--- src/rtl/bin_to_bcd_seq.sv ---
// Sequential double-dabble binary-to-BCD converter, one iteration per clock.
// Results are held on bcd_out/neg_out between out_valid pulses so a display never sees partial values.
module bin_to_bcd_seq #(
    parameter int WIDTH  = 16,
    parameter int DIGITS = 5,
    parameter int SIGNED = 0
) (
    input  logic                  clk,
    input  logic                  rst,
    input  logic                  in_valid,
    output logic                  in_ready,
    input  logic [WIDTH-1:0]      bin_in,
    output logic                  out_valid,
    output logic [4*DIGITS-1:0]   bcd_out,
    output logic                  neg_out
);

    localparam int CNT_W  = $clog2(WIDTH + 1);
    localparam int BCD_W  = 4 * DIGITS;

    // True when DIGITS decimal digits can hold the largest WIDTH-bit value.
    function automatic bit digits_fit();
        logic [127:0] p10;
        logic [127:0] lim;
        p10 = 128'd1;
        for (int i = 0; i < DIGITS; i++) begin
            p10 = p10 * 128'd10;
        end
        lim = 128'd1 << WIDTH;
        return p10 >= lim;
    endfunction

    localparam bit DIGITS_OK = digits_fit();

    generate
        if (WIDTH < 2) begin : g_bad_width
            $error("bin_to_bcd_seq: WIDTH must be >= 2");
        end
        if (!DIGITS_OK) begin : g_bad_digits
            $error("bin_to_bcd_seq: DIGITS too small for WIDTH");
        end
    endgenerate

    typedef enum logic [1:0] {
        IDLE  = 2'd0,
        SHIFT = 2'd1,
        DONE  = 2'd2
    } state_t;

    state_t             state_reg, state_next;
    logic [WIDTH-1:0]   bin_reg, bin_next;
    logic [BCD_W-1:0]   acc_reg, acc_next;
    logic [BCD_W-1:0]   acc_adj;
    logic [CNT_W-1:0]   cnt_reg, cnt_next;
    logic               sign_reg, sign_next;
    logic [BCD_W-1:0]   bcd_reg, bcd_next;
    logic               neg_reg, neg_next;
    logic               out_valid_reg, out_valid_next;

    logic               in_neg;
    logic [WIDTH-1:0]   in_mag;

    // Most-negative input maps to 2^(WIDTH-1), which still fits unsigned in WIDTH bits.
    assign in_neg = (SIGNED != 0) && bin_in[WIDTH-1];
    assign in_mag = in_neg ? ({WIDTH{1'b0}} - bin_in) : bin_in;

    genvar gi;
    generate
        for (gi = 0; gi < DIGITS; gi++) begin : g_digit_adj
            assign acc_adj[4*gi +: 4] = (acc_reg[4*gi +: 4] >= 4'd5)
                                        ? acc_reg[4*gi +: 4] + 4'd3
                                        : acc_reg[4*gi +: 4];
        end
    endgenerate

    always_ff @(posedge clk) begin
        if (rst) begin
            state_reg     <= IDLE;
            bin_reg       <= '0;
            acc_reg       <= '0;
            cnt_reg       <= '0;
            sign_reg      <= 1'b0;
            bcd_reg       <= '0;
            neg_reg       <= 1'b0;
            out_valid_reg <= 1'b0;
        end else begin
            state_reg     <= state_next;
            bin_reg       <= bin_next;
            acc_reg       <= acc_next;
            cnt_reg       <= cnt_next;
            sign_reg      <= sign_next;
            bcd_reg       <= bcd_next;
            neg_reg       <= neg_next;
            out_valid_reg <= out_valid_next;
        end
    end

    always_comb begin
        state_next     = state_reg;
        bin_next       = bin_reg;
        acc_next       = acc_reg;
        cnt_next       = cnt_reg;
        sign_next      = sign_reg;
        bcd_next       = bcd_reg;
        neg_next       = neg_reg;
        out_valid_next = 1'b0;
        case (state_reg)
            IDLE: begin
                if (in_valid) begin
                    bin_next   = in_mag;
                    sign_next  = in_neg;
                    acc_next   = '0;
                    cnt_next   = '0;
                    state_next = SHIFT;
                end
            end
            SHIFT: begin
                // Correct digits first, then shift the binary MSB into the accumulator.
                acc_next = {acc_adj[BCD_W-2:0], bin_reg[WIDTH-1]};
                bin_next = bin_reg << 1;
                cnt_next = cnt_reg + CNT_W'(1);
                if (cnt_reg == CNT_W'(WIDTH - 1)) begin
                    state_next = DONE;
                end
            end
            DONE: begin
                bcd_next       = acc_reg;
                neg_next       = sign_reg;
                out_valid_next = 1'b1;
                state_next     = IDLE;
            end
            default: begin
                state_next = IDLE;
            end
        endcase
    end

    assign in_ready  = (state_reg == IDLE);
    assign out_valid = out_valid_reg;
    assign bcd_out   = bcd_reg;
    assign neg_out   = neg_reg;

endmodule

--- config.mk ---
export PLATFORM = sky130hd
export DESIGN_NAME = bin_to_bcd_seq
export DESIGN_NICKNAME = d
export VERILOG_FILES = /design/src/rtl/bin_to_bcd_seq.sv
export SDC_FILE = /design/constraint.sdc
export NUM_CORES = 1
export LEC_CHECK = 0
export BUFFER_PORTS_ARGS = -buffer_cell sky130_fd_sc_hd__buf_2
export CAP_MARGIN = 10
export CORE_AREA = 2 2 71 90
export CTS_CLUSTER_SIZE = 20
export DETAILED_ROUTE_END_ITERATION = 8
export DIE_AREA = 0 0 73 92
export PLACE_DENSITY = 0.77
export SYNTH_ARGS = -nofsm -noshare
export SYNTH_HDL_FRONTEND = slang
export SYNTH_SLANG_ARGS = --single-unit
--- constraint.sdc ---
create_clock -name clk -period 1.4 [get_ports clk]
set_clock_uncertainty 0.2 [all_clocks]
set_input_delay 0.14 -clock clk [delete_from_list [all_inputs] [get_ports clk]]
set_output_delay 0.14 -clock clk [all_outputs]
set_load 0.005 [all_outputs]
==> metrics.md <==
| Metric | Value |
|---|---|
| Outcome | `complete, but fails checks` |
| Failing checks | `setup timing` |
| Peak supply drop | `689 uV` |
| Seq cells post-synth | `64` |
| Hold path endpoint | `bin_reg[12]` |
| Reg power frac | `46.9%` |
| Port buffer count | `40` |
| CP Capture Type | `flop` |
| Finished Layout Cells | `524` |
| Seq/Total Area, Yosys | `44.2%` |
| Die Ht | `92 um` |
| Critical Path AT | `1.60 ns` |
| Clock power frac | `41.8%` |
| Worst-path clk slew | `0.07 ns` |
| TritonCTS clock tree | `done` |
| Leakage | `1.84 nW` |
| Initial antenna violation count | `0` |
| Area Overhead vs Synth | `55.0%` |
| Combinational share of power | `11.3%` |
| Worst r2r src | `acc_reg[17]` |
| Drt initial violations | `192` |
| Largest net degree at the start of global routing | `35` |
| Area after DPL | `3470 um2` |
| CP required | `1.49 ns` |
| Max stage delay cell, worst path | `dfxtp_4` |
| Crit Path Class | `reg2reg` |
| Final WS setup | `-0.113 ns` |
| Average wire per cell in the routed design | `17.3 um` |
| Die W | `73 um` |
| Clock period minus worst slack | `1.51 ns` |
| Top Layer Used | `met4` |
| Drt pass-1 iters | `4` |
| Worst reg-to-reg path cell count | `6` |
| DPL Wire Length | `4310 um` |
| Fin area | `4490 um2` |
| Rows | `32` |
| DRT antenna net count | `0` |
| Met2 Wirelength | `4900 um` |
| Worst-Skew Late Latency | `0.35 ns` |
| Max-slew violations | `0` |
| Final #Nets | `483` |
| Final RePlAce weighted congestion | `0.803` |
| Period utilization | `108%` |
| Reg2Reg Setup Slack | `-0.11 ns` |
| Synth Net Count | `394` |
| Crit path max-delay family | `flip-flops` |
| Worst path cell trace | `inv_4 > ha_4 > nand2b_4 > a21oi_4 > mux2i_1 > a22o_1` |
| Post-Syn Area | `2900 um2` |
| CTS root buf | `clkbuf_8` |
| WP buf/inv | `1` |
| RSZ-0062 raised after global routing | `true` |
| H-tree depth | `3` |
| Die area | `6720 um2` |
| Hold Slack | `0.00703 ns` |
| Final hold violation count | `0` |
| P_sw | `0.00101 W` |
| Core Region | `5970 um2` |
| Max FO, Critical Path | `3` |
| All-Layer GR Usage | `21.6%` |
| Vias per cell | `5.54` |
| CTS max path bufs | `2` |
| CP Launch Type | `flop` |
| Number of diodes | `0` |
| Max cap viols | `0` |
| Met3 wire length | `361 um` |
| Sw Share | `25.1%` |
| Yosys warning count | `0` |
| Vias after detailed routing | `2,902` |
| Ports | `42` |
| WL final | `9080 um` |
| Final setup fails | `42` |
| Worst hold start | `bin_in[12]` |
| Hold Crit Class | `in2reg` |
| Worst Setup SP | `acc_reg[17]` |
| Crit-path max cell delay | `0.38 ns` |
| First-pass GRT wire length | `11,400 um` |
| R2R Path End | `acc_reg[18]` |
| Internal power | `0.00303 W` |
| Initial Util | `48.6%` |
| Pwr dens | `900 nW/um2` |
| CTS sink cnt | `64` |
| Post-synth cell types | `32` |
| Vias in the first global route | `2,602` |
| FMAX | `661 MHz` |
| Layout cell share with drive strength beyond 1 | `49.1%` |
| M1 wire length | `3610 um` |
| Placed instance count | `483` |
| Mean Syn Cell Area | `7.98 um2` |
| Gr ovfl total | `0` |
| Hold Path Depth | `5` |
| Post-route DRC violation count | `0` |
| Total CTS buffers | `9` |
| Mapped Cells | `363` |
[cells in the mapped netlist (all sizes together)]
| library cell | number | area share, % |
|---|---|---|
| o21ai | 10 | 1.7 |
| and3 | 1 | 0.22 |
| conb | 1 | 0.13 |
| a31oi | 1 | 0.22 |
| a32oi | 1 | 0.30 |
| nor3 | 18 | 3.1 |
| mux2i | 5 | 1.7 |
| nor2b | 15 | 3.2 |
| a211oi | 3 | 0.78 |
| or2 | 1 | 0.22 |
| nand2 | 41 | 5.3 |
| xnor2 | 5 | 1.5 |
| xor2 | 4 | 1.2 |
| buf | 17 | 3.2 |
| a22o | 14 | 4.2 |
| clkbuf | 9 | 1.2 |
| nor2 | 59 | 7.9 |
| and2 | 1 | 0.22 |
| a21oi | 48 | 8.3 |
| inv | 13 | 1.7 |
| nand2b | 7 | 1.5 |
| nor3b | 2 | 0.52 |
| nand3b | 1 | 0.26 |
| nand3 | 7 | 1.2 |
| dfxtp | 64 | 44 |
| a22oi | 2 | 0.52 |
| ha | 12 | 5.2 |
| or3 | 1 | 0.22 |
[tightest hold or removal path, stage by stage]
cell	delay [ns]
buf_2	0.09
nor2_1	0.08
a21oi_1	0.07
nor2_1	0.08
nor3_1	0.05
[area by class of cell]
type | count | area [um2]
clock buffers | 12 | 165
clock inverters | 3 | 40.0
fillers | 389 | 1480
repair buffers | 104 | 852
flip-flops and latches | 64 | 1320
well taps | 68 | 85.1
multi-input cells | 260 | 1970
inverters | 13 | 61.3
[routing by layer]
metal / GRT usage (%) / up-vias
met5: 0 / -
met3: 4.84 / 21
li1: - / 1383
met2: 35.0 / 110
met1: 26.0 / 1388
met4: 11.4 / 0
[kinds of logic after synthesis]
logic type	after synthesis	share of synthesized area, %
buffers and inverters	39	6.00
other	1	0.129
AOI/OAI and AO/OA	79	16.1
adders and majority gates	12	5.18
and+or+nand+nor	154	23.9
muxes	5	1.73
DFF	64	44.2
xor gates and xnor gates	9	2.72
[power by group through the flow]
stage          clock, W  combinational, W  sequential [W]
5_1_grt         0.00177          0.000494         0.00190
3_3_place_gp          0          0.000304         0.00193
3_5_place_dp          0          0.000310         0.00193
4_1_cts         0.00167          0.000326         0.00189
2_1_floorplan         0          0.000219         0.00193
6_report        0.00169          0.000457         0.00189
[cells in the final DEF, fill, tap and decap left out, types with 6 or more instances in the layout]
| cell type | netlist | routed |
|---|---|---|
| nor2_4 | 0 | 6 |
| a21oi_2 | 0 | 18 |
| dfxtp_4 | 0 | 6 |
| a22o_1 | 14 | 14 |
| ha_4 | 0 | 12 |
| dfxtp_1 | 64 | 49 |
| clkbuf_8 | 0 | 12 |
| buf_4 | 1 | 37 |
| o21ai_1 | 0 | 6 |
| buf_2 | 13 | 41 |
| nand2_1 | 41 | 32 |
| a21oi_1 | 48 | 25 |
| dfxtp_2 | 0 | 9 |
| nor3_1 | 18 | 13 |
| nor2_1 | 56 | 49 |
| buf_6 | 1 | 15 |
| nand2b_4 | 0 | 7 |
| nand2_2 | 0 | 8 |
| nor2b_1 | 15 | 14 |
[timing repair]
action                                  CTS  global route
gates cloned                              0            10
hold buffers                              2             0
endpoints found under the hold margin     4             0
pin swaps                                17            51
setup buffers                             4            10
endpoints found under the setup margin   54            51
resized for setup                        35           113
[per-stage QoR]
step           setup TNS (ns)  utilization (%)  setup WS (ns)  total power, W
4_1_cts                -0.925             64.8        -0.0855         0.00389
3_3_place_gp            -2.32             58.2        -0.0654         0.00224
6_report                -2.40             75.3         -0.113         0.00404
3_5_place_dp            -4.32             58.2         -0.115         0.00224
5_1_grt                 -5.40             75.3         -0.181         0.00416
2_1_floorplan               0                -        0.00550         0.00215
[how the worst max path moves through the flow]
stage | cells past startpoint | end
global route | 6 | acc_reg[18]
detailed placement | 3 | acc_reg[2]
floorplan | 6 | acc_reg[10]
finish | 6 | acc_reg[18]
CTS | 4 | in_ready
global placement | 5 | acc_reg[3]
Power figures use the tool's default switching activity.
